===== src/rtl/fdiv_prog_if.sv =====
// Control/status bundle for the programmable clock divider.
// The slave side is the divider; the master side is its controller.
interface fdiv_prog_if #(
  parameter int unsigned W = 8
);
  logic         en;
  logic         clr;
  logic         cfg_ld;
  logic [W-1:0] cfg_div;
  logic         cfg_mode;
  logic         cfg_pend;
  logic         fdclk;
  logic         tick;
  logic [W-1:0] cnt;
  logic [W-1:0] div_cur;

  modport master (
    output en, clr, cfg_ld, cfg_div, cfg_mode,
    input  cfg_pend, fdclk, tick, cnt, div_cur
  );

  modport slave (
    input  en, clr, cfg_ld, cfg_div, cfg_mode,
    output cfg_pend, fdclk, tick, cnt, div_cur
  );
endinterface


===== src/rtl/fdiv_prog.sv =====
// Runtime-programmable clock divider with pulse/square output.
// A new ratio/mode is shadowed and applied only at a period boundary.
module fdiv_prog #(
  parameter int unsigned W            = 8,
  parameter int unsigned DEFAULT_DIV  = 5,
  parameter bit          DEFAULT_MODE = 1'b0
) (
  input  logic         clk,
  input  logic         rst,
  fdiv_prog_if.slave   bus
);

  localparam logic [W-1:0] DEF_DIV = W'(DEFAULT_DIV);

  logic [W-1:0] cnt_q, cnt_d;
  logic [W-1:0] div_q, div_d;
  logic         mode_q, mode_d;
  logic [W-1:0] sh_div_q, sh_div_d;
  logic         sh_mode_q, sh_mode_d;
  logic         pend_q, pend_d;
  logic         fdclk_q, fdclk_d;
  logic         tick_q, tick_d;

  logic         stopped;
  logic         wrap;
  logic         boundary;
  logic [W:0]   half;

  // A stopped divider treats every cycle as a boundary so config can land.
  always_comb begin
    stopped  = (div_q == '0);
    wrap     = bus.en && !bus.clr && !stopped && (cnt_q == (div_q - W'(1)));
    boundary = bus.clr || stopped || wrap;

    cnt_d     = cnt_q;
    div_d     = div_q;
    mode_d    = mode_q;
    sh_div_d  = sh_div_q;
    sh_mode_d = sh_mode_q;
    pend_d    = pend_q;

    if (boundary) begin
      cnt_d  = '0;
      pend_d = 1'b0;
      if (bus.cfg_ld) begin
        div_d  = bus.cfg_div;
        mode_d = bus.cfg_mode;
      end else if (pend_q) begin
        div_d  = sh_div_q;
        mode_d = sh_mode_q;
      end
    end else begin
      if (bus.en) begin
        cnt_d = cnt_q + W'(1);
      end
      if (bus.cfg_ld) begin
        sh_div_d  = bus.cfg_div;
        sh_mode_d = bus.cfg_mode;
        pend_d    = 1'b1;
      end
    end

    tick_d = wrap && (div_d != '0);

    // Half-period threshold is computed one bit wider so 2^W-1 cannot overflow.
    half = ({1'b0, div_d} + (W+1)'(1)) >> 1;
    if (div_d == '0) begin
      fdclk_d = 1'b0;
    end else if (mode_d) begin
      fdclk_d = ({1'b0, cnt_d} < half);
    end else begin
      fdclk_d = (cnt_d == '0);
    end
  end

  always_ff @(posedge clk or posedge rst) begin
    if (rst) begin
      cnt_q     <= '0;
      div_q     <= DEF_DIV;
      mode_q    <= DEFAULT_MODE;
      sh_div_q  <= '0;
      sh_mode_q <= 1'b0;
      pend_q    <= 1'b0;
      fdclk_q   <= 1'b1;
      tick_q    <= 1'b0;
    end else begin
      cnt_q     <= cnt_d;
      div_q     <= div_d;
      mode_q    <= mode_d;
      sh_div_q  <= sh_div_d;
      sh_mode_q <= sh_mode_d;
      pend_q    <= pend_d;
      fdclk_q   <= fdclk_d;
      tick_q    <= tick_d;
    end
  end

  assign bus.cnt      = cnt_q;
  assign bus.div_cur  = div_q;
  assign bus.cfg_pend = pend_q;
  assign bus.fdclk    = fdclk_q;
  assign bus.tick     = tick_q;

endmodule


===== src/flat_wrapper.sv =====
// flat-port wrapper written by rule: the top's interface ports become plain ports
module fdiv_prog_flat 
#(
  parameter int unsigned W            = 8,
  parameter int unsigned DEFAULT_DIV  = 5,
  parameter bit          DEFAULT_MODE = 1'b0
)
  (clk, rst, bus_en, bus_clr, bus_cfg_ld, bus_cfg_div, bus_cfg_mode, bus_cfg_pend, bus_fdclk, bus_tick, bus_cnt, bus_div_cur);
  fdiv_prog_if #(.W(W)) bus_i ();
  input  logic clk;
  input  logic rst;
  input wire logic [$bits(bus_i.en)-1:0] bus_en;
  input wire logic [$bits(bus_i.clr)-1:0] bus_clr;
  input wire logic [$bits(bus_i.cfg_ld)-1:0] bus_cfg_ld;
  input wire logic [$bits(bus_i.cfg_div)-1:0] bus_cfg_div;
  input wire logic [$bits(bus_i.cfg_mode)-1:0] bus_cfg_mode;
  output wire logic [$bits(bus_i.cfg_pend)-1:0] bus_cfg_pend;
  output wire logic [$bits(bus_i.fdclk)-1:0] bus_fdclk;
  output wire logic [$bits(bus_i.tick)-1:0] bus_tick;
  output wire logic [$bits(bus_i.cnt)-1:0] bus_cnt;
  output wire logic [$bits(bus_i.div_cur)-1:0] bus_div_cur;
  assign bus_i.en = bus_en;
  assign bus_i.clr = bus_clr;
  assign bus_i.cfg_ld = bus_cfg_ld;
  assign bus_i.cfg_div = bus_cfg_div;
  assign bus_i.cfg_mode = bus_cfg_mode;
  assign bus_cfg_pend = bus_i.cfg_pend;
  assign bus_fdclk = bus_i.fdclk;
  assign bus_tick = bus_i.tick;
  assign bus_cnt = bus_i.cnt;
  assign bus_div_cur = bus_i.div_cur;
  fdiv_prog #(.W(W), .DEFAULT_DIV(DEFAULT_DIV), .DEFAULT_MODE(DEFAULT_MODE)) u_core (.clk(clk), .rst(rst), .bus(bus_i));
endmodule

===== config.mk =====
export PLATFORM = sky130hd
export DESIGN_NAME = fdiv_prog_flat
export DESIGN_NICKNAME = d
export VERILOG_FILES = /design/src/rtl/fdiv_prog_if.sv /design/src/rtl/fdiv_prog.sv /design/src/flat_wrapper.sv
export SDC_FILE = /design/constraint.sdc
export NUM_CORES = 1
export LEC_CHECK = 0
export ABC_AREA = 1
export ABC_CLOCK_PERIOD_IN_PS = 8220
export CORE_MARGIN = 1
export CORE_UTILIZATION = 45
export DETAILED_ROUTE_END_ITERATION = 8
export GPL_ROUTABILITY_DRIVEN = 0
export PLACE_DENSITY_LB_ADDON = 0.3
export REMOVE_ABC_BUFFERS = 1
export SLEW_MARGIN = 30
export SYNTH_ARGS = -nofsm -noshare
export SYNTH_HDL_FRONTEND = slang
export SYNTH_SLANG_ARGS = --single-unit

===== constraint.sdc =====
create_clock -name clk -period 8.22 [get_ports clk]
set_input_delay 0.822 -clock clk [delete_from_list [all_inputs] [get_ports clk]]
set_output_delay 0.822 -clock clk [all_outputs]
set_load 0.01 [all_outputs]

==> flow_metrics.py, run 1 <==
metrics = {
    "cells_and_area": {
        "final_cell_mix": "79 x nand2_1, 37 x inv_1, 32 x clkdlybuf4s50_1, 28 x nor2_1, 26 x dfrtp_1",
        "final_nets": 343,
        "antenna_cells": 0,
        "final_common_cell": "nand2_1",
        "fin_util_pct": 57.20,
        "drive_gt1_share_pct": 11.29,
        "syn_to_final_growth_pct": 20.62,
        "final_area_um2": 2525,
    },
    "yosys": {
        "ys_ff_latch": 29,
        "syn_area_per_cell_um2": 7.319,
        "yosysTopAreaCellShare_pct": 31.08,
        "synth_edf_count": 0,
        "synth_area_leader_cell": "dfrtp_1",
        "yosysSeqAreaShare_pct": 34.85,
        "syn_inst": 286,
        "synthTopCellsByArea": "dfrtp_1 31%, nand2_1 14%, inv_1 6.8%",
        "synth_top_flop_cell": "dfrtp_1",
        "synthArstFlopShare_pct": 100.0,
        "syn_area_um2": 2093,
        "synth.distinct_cells": 36,
        "ys_warn_count": 0,
    },
    "clock_network": {
        "clock_sinks": 29,
        "cts-buffers-inserted": 5,
        "post_cts_resized": 0,
        "clockRootBuffer": "clkbuf_8",
        "cts_hold_buffers": 0,
        "clk_latency_ps": 280,
        "h-tree-depth": 2,
        "clockBufferDepth": 2,
        "post_cts_buffers": 0,
        "path_clk_slew_ps": 60,
        "cts_tree": "built",
    },
    "drt": {
        "drc": 0,
        "vias_per_cell": 5.167,
        "drt_iter0_drc": 113,
        "firstDrtPassIters": 4,
        "num_vias": 1917,
        "final_antenna_net_count": 0,
        "wl_per_cell_um": 13.23,
        "drt-total-wl_um": 4908,
    },
    "critical_path": {
        "startpoint": "bus_en",
        "cp.required_ps": 8420,
        "cpMaxStageDelayCell": "clkdlybuf4s50_1",
        "criticalPathCategory": "in -> reg",
        "endpoint_kind": "flip-flop",
        "crit_chain": "clkdlybuf4s50_1 > a21boi_1 > nand3_1 > nor2_1 > nand2_1 > nor2_1 > nand3_2 > nand2_4 > o21ai_0 > inv_1 > ha_1 > nand2_1 > nor2_1 > nand3_1 > xor2_1 > ha_1 > a21oi_1 > nor2_1 > a211oi_1 > nand2_1 > a21oi_1",
        "critPathMostFrequentCell": "nor2_1",
        "crit_fanout": 27,
        "worst_setup_path_start_kind": "input port",
        "r2r-start": "u_core.bus.div_cur[0]",
        "cp.arrival_ps": 4350,
        "slowest_delay_ps": 590,
    },
    "status": {
        "outcome": "finished clean",
    },
    "sta": {
        "maxClockFrequency_ghz": 0.2414,
        "worstMarginPinSlew_ps": 628.8,
        "setup_tns_ps": 0,
        "fin_crit_sh_pct": 50.39,
        "hold_violations": 0,
        "min_period_ps": 4142,
        "setup_viol": 0,
        "rsz0062_at_grt": "no",
        "drv_slew": 0,
        "skew_ps": 7.261,
        "slew_headroom_pct": 58.02,
    },
    "global_route": {
        "grt_max_degree": 30,
        "grt_antenna_before_repair": 0,
        "grt_first_pass_wirelength_um": 8369,
        "track_usage_pct": 21.79,
        "overflow": 0,
        "grt_pass1_vias": 1806,
    },
    "power_and_ir_drop": {
        "p_leak_nw": 1.223,
        "ir_worst_vdd_uv": 147.9,
        "power-per-cell-area_nw_per_um2": 164.9,
        "finalPower_mw": 0.4164,
    },
    "floorplan": {
        "die-area_um2": 4929,
        "die_width_um": 70.21,
        "die_h_um": 70.21,
        "io_pins": 33,
        "start_util_pct": 47.42,
        "row_count": 24,
        "design.core.area_um2": 4414,
    },
    "min_path": {
        "hold_start": "u_core.sh_div_q[3]",
        "hp-class": "reg -> reg",
    },
    "place": {
        "place_hpwl_um": 3688,
        "io_buffers": 32,
        "place_area_um2": 2442,
    },
    "run": {
        "max_cap_violations": 0,
    },
}
state kept, by name, indices dropped and copies added (netlist names):
signal / count
u_core.bus.cfg_pend: 1
u_core.bus.cnt: 8
u_core.bus.tick: 1
u_core.bus.fdclk: 1
u_core.bus.div_cur: 8
u_core.mode_q: 1
u_core.sh_div_q: 8
u_core.sh_mode_q: 1
final cells by class:
type	instances	area, um^2
inverter	43	161.4
timing repair buffer	32	320.3
tap	52	65.06
fill	424	1889
clock buffer	6	72.57
sequential	29	729.5
multi-input combinational	207	1166
clock inverter	2	10.01
cell usage after synthesis, types with 2 or more instances:
cell type / count
buf_2: 2
xor2_1: 6
xnor2_1: 3
nor2_1: 28
inv_1: 38
mux2_2: 3
a21oi_1: 9
clkbuf_1: 4
nor3_1: 5
nand4_1: 4
nand3_2: 2
ha_1: 11
dfrtp_1: 26
o211ai_1: 8
nand3_1: 12
nand2_1: 79
inv_2: 5
o21ai_2: 7
o21ai_0: 14
dfstp_2: 3
or2_2: 2
report_power, final:
group          leakage (nW)  switching (mW)  internal [mW]
sequential            0.359          0.0157          0.159
clock                0.0450          0.0553         0.0585
combinational         0.819          0.0727         0.0553
total                  1.22           0.144          0.273
worst max-delay path: cells and delay by family:
kind	cells	cell delay (ps)
AO/OA/AOI/OAI	5	860
AND/OR/NAND/NOR	11	1270
XOR/XNOR	1	170
adder cells (fa/ha/maj)	2	490
buffers and inverters	2	720
stage by stage:
| stage | instances | hold WS (ps) | setup slack [ps] |
|---|---|---|---|
| after floorplan | 279 | 452.9 | 4758 |
| after global placement | 363 | 466.7 | 4030 |
| after detailed placement | 363 | 476.3 | 3875 |
| after global routing | 371 | 528.5 | 3814 |
| final | 371 | 487.7 | 4078 |
| after CTS | 371 | 491.0 | 4140 |
logic make-up after synthesis:
| logic type | synth area share [%] |
|---|---|
| AO/OA/AOI/OAI | 13.39 |
| adder cells (fa/ha/maj) | 6.575 |
| AND/OR/NAND/NOR | 28.81 |
| flip-flops | 34.85 |
| XOR/XNOR | 4.842 |
| multiplexers | 2.092 |
| buffers and inverters | 9.444 |
metal layers:
layer	share of wire [%]	global-route usage [%]
met4	1.8	9.111
met3	3.6	4.762
met5	0	0
met1	49	29.11
met2	46	34.08
path summary, 6_finish.rpt:
path / endpoint / slack, ps / cells past startpoint
worst max register to register: u_core.bus.fdclk / 4260 / 24
worst min register to register: u_core.sh_div_q[3] / 490 / 2
worst min-delay path: u_core.sh_div_q[3] / 490 / 2
max in group asynchronous: u_core.bus.cnt[2] / 6870 / 2
min in group asynchronous: u_core.sh_div_q[7] / 940 / 2
worst max-delay path: u_core.bus.fdclk / 4080 / 21
Note: power is estimated with default switching activity, not from simulation.
==> run 2, diff against run 1 <==
Settings changed: ABC_CLOCK_PERIOD_IN_PS 8220 to 4000.
Clock period 8.22 ns to 4 ns, I/O delays scaled along.
==> flow_metrics.py, run 2 (synthesis results as in run 1) <==
metrics = {
    "status": {
        "outcome": "finished clean",
    },
    "drt": {
        "drc": 0,
        "met3_length_um": 203,
        "highest_layer": "met4",
        "vias_per_cell": 5.166,
        "num_vias": 1958,
        "wirelength_met1_um": 2354,
        "drt-total-wl_um": 5070,
        "final_antenna_net_count": 0,
        "met2_length_um": 2399,
        "drt_iter0_drc": 153,
        "firstDrtPassIters": 4,
        "wl_per_cell_um": 13.38,
    },
    "place": {
        "post-place-ws_ps": 128.3,
        "io_buffers": 32,
        "place_area_um2": 2457,
        "place_hpwl_um": 3784,
    },
    "cells_and_area": {
        "multi_input_area_um2": 1194,
        "final_nets": 351,
        "final_area_um2": 2656,
        "antenna_cells": 0,
        "drive_gt1_share_pct": 14.68,
        "final_common_cell": "nand2_1",
        "nFillCells": 399,
        "register_area_um2": 729.5,
        "final_cell_mix": "79 x nand2_1, 37 x inv_1, 32 x clkdlybuf4s50_1, 26 x nor2_1, 26 x dfrtp_1",
        "syn_to_final_growth_pct": 26.90,
    },
    "clock_network": {
        "path_clk_slew_ps": 70,
        "cts_tree": "built",
        "cts_hold_buffers": 0,
        "h-tree-depth": 2,
        "clockRootBuffer": "clkbuf_8",
        "cts-buffers-inserted": 5,
        "clockBufferDepth": 2,
        "clk_latency_ps": 290,
        "clock_sinks": 29,
    },
    "global_route": {
        "overflow": 0,
        "track_usage_pct": 22.20,
        "grt_first_pass_wirelength_um": 8452,
        "grt_max_degree": 30,
        "grt_antenna_before_repair": 0,
        "grt_pass1_vias": 1888,
    },
    "floorplan": {
        "design.core.area_um2": 4414,
        "die_width_um": 70.21,
        "die_h_um": 70.21,
        "io_pins": 33,
        "start_util_pct": 47.42,
        "die-area_um2": 4929,
        "row_count": 24,
    },
    "sta": {
        "drv_slew": 0,
        "skew_ps": 11.74,
        "min_period_ps": 3689,
        "fin_crit_sh_pct": 92.23,
        "worstMarginPinSlew_ps": 607.6,
        "setup_tns_ps": 0,
        "setup_viol": 0,
        "slew_headroom_pct": 59.43,
        "hold_violations": 0,
        "maxClockFrequency_ghz": 0.2711,
        "whs_ps": 489.2,
        "setup_ws_ps": 310.7,
    },
    "min_path": {
        "hold_depth": 2,
        "hold_start": "u_core.sh_div_q[5]",
        "hold_end": "u_core.sh_div_q[5]",
        "hp-class": "reg -> reg",
    },
    "critical_path": {
        "r2r-start": "u_core.bus.div_cur[0]",
        "crit_fanout": 7,
        "worst_setup_path_start_kind": "flip-flop",
        "reg2regPathDepth": 22,
        "r2r_end": "u_core.bus.fdclk",
        "endpoint_kind": "flip-flop",
        "cp.arrival_ps": 3890,
        "criticalPathCategory": "reg -> reg",
        "rrSetupSlack_ps": 310,
        "cp.required_ps": 4210,
    },
    "power_and_ir_drop": {
        "p_leak_nw": 1.285,
        "ir_worst_vdd_uv": 320.2,
        "power-per-cell-area_nw_per_um2": 375.7,
    },
    "run": {
        "max_cap_violations": 0,
    },
}
[run 2: cell type report]
| cell class | instances | area share, % |
|---|---|---|
| Timing Repair Buffer | 39 | 14.04 |
| Multi-Input combinational cell | 208 | 44.94 |
| Clock buffer | 5 | 2.591 |
| Clock inverter | 3 | 2.449 |
| Inverter | 43 | 6.076 |
| Tap cell | 52 | 2.449 |
| Sequential cell | 29 | 27.46 |
[run 2: worst max-delay path, stage by stage, from the launching register on]
cell and delay [ps]:
dfstp_2 560, inv_1 120, ha_2 350, xor2_1 140, nand3_1 80, nor2_1 100
nand2_1 60, nor2_1 100, nand3_2 160, nand2_8 140, o21ai_0 130, inv_1 110
ha_1 190, nand2_1 80, nor2_2 120, nand3_1 110, xor2_1 160, ha_1 290
a21oi_1 140, nor2_1 50, a211oi_1 170, nand2_1 80, a21oi_1 150
[run 2: what timing repair did]
action	CTS	global route
setup buffers	0	5
setup endpoints to repair	0	1
gates resized for setup	0	4
[run 2: worst max-delay path by stage]
stage	from	endpoint	slack (ps)
2_1_floorplan	u_core.bus.div_cur[0]	u_core.bus.fdclk	540
3_3_place_gp	u_core.bus.div_cur[0]	u_core.bus.fdclk	320
3_5_place_dp	u_core.bus.div_cur[0]	u_core.bus.fdclk	130
4_1_cts	u_core.bus.div_cur[0]	u_core.bus.fdclk	70
5_1_grt	u_core.bus.div_cur[0]	u_core.bus.fdclk	-10
6_report	u_core.bus.div_cur[0]	u_core.bus.fdclk	310
[run 2: per-stage QoR]
| step | power [mW] | util, % | instances |
|---|---|---|---|
| 4_1_cts | 0.9934 | 58.70 | 373 |
| 5_1_grt | 1.051 | 60.18 | 379 |
| 2_1_floorplan | 0.5315 | - | 279 |
| 3_5_place_dp | 0.6269 | 55.67 | 365 |
| 6_report | 0.9979 | 60.18 | 379 |
| 3_3_place_gp | 0.6211 | 55.67 | 365 |
[run 2: per-layer routing]
layer,up-vias,global-route usage (%)
met3,8,4.473
met5,-,0
met2,45,35.36
met1,903,29.36
met4,0,9.333
li1,1002,-
[run 2: power breakdown]
part | internal (mW) | switching, mW
registers | 0.326 | 0.0327
clock network | 0.247 | 0.119
logic | 0.120 | 0.153
total | 0.694 | 0.304
==> run 3, diff against run 2 <==
Settings changed: CTS_BUF_LIST set to sky130_fd_sc_hd__clkbuf_4 sky130_fd_sc_hd__clkbuf_8.
==> results of run 3 <==
Final layout, timing and power as in run 2 (identical DEF).
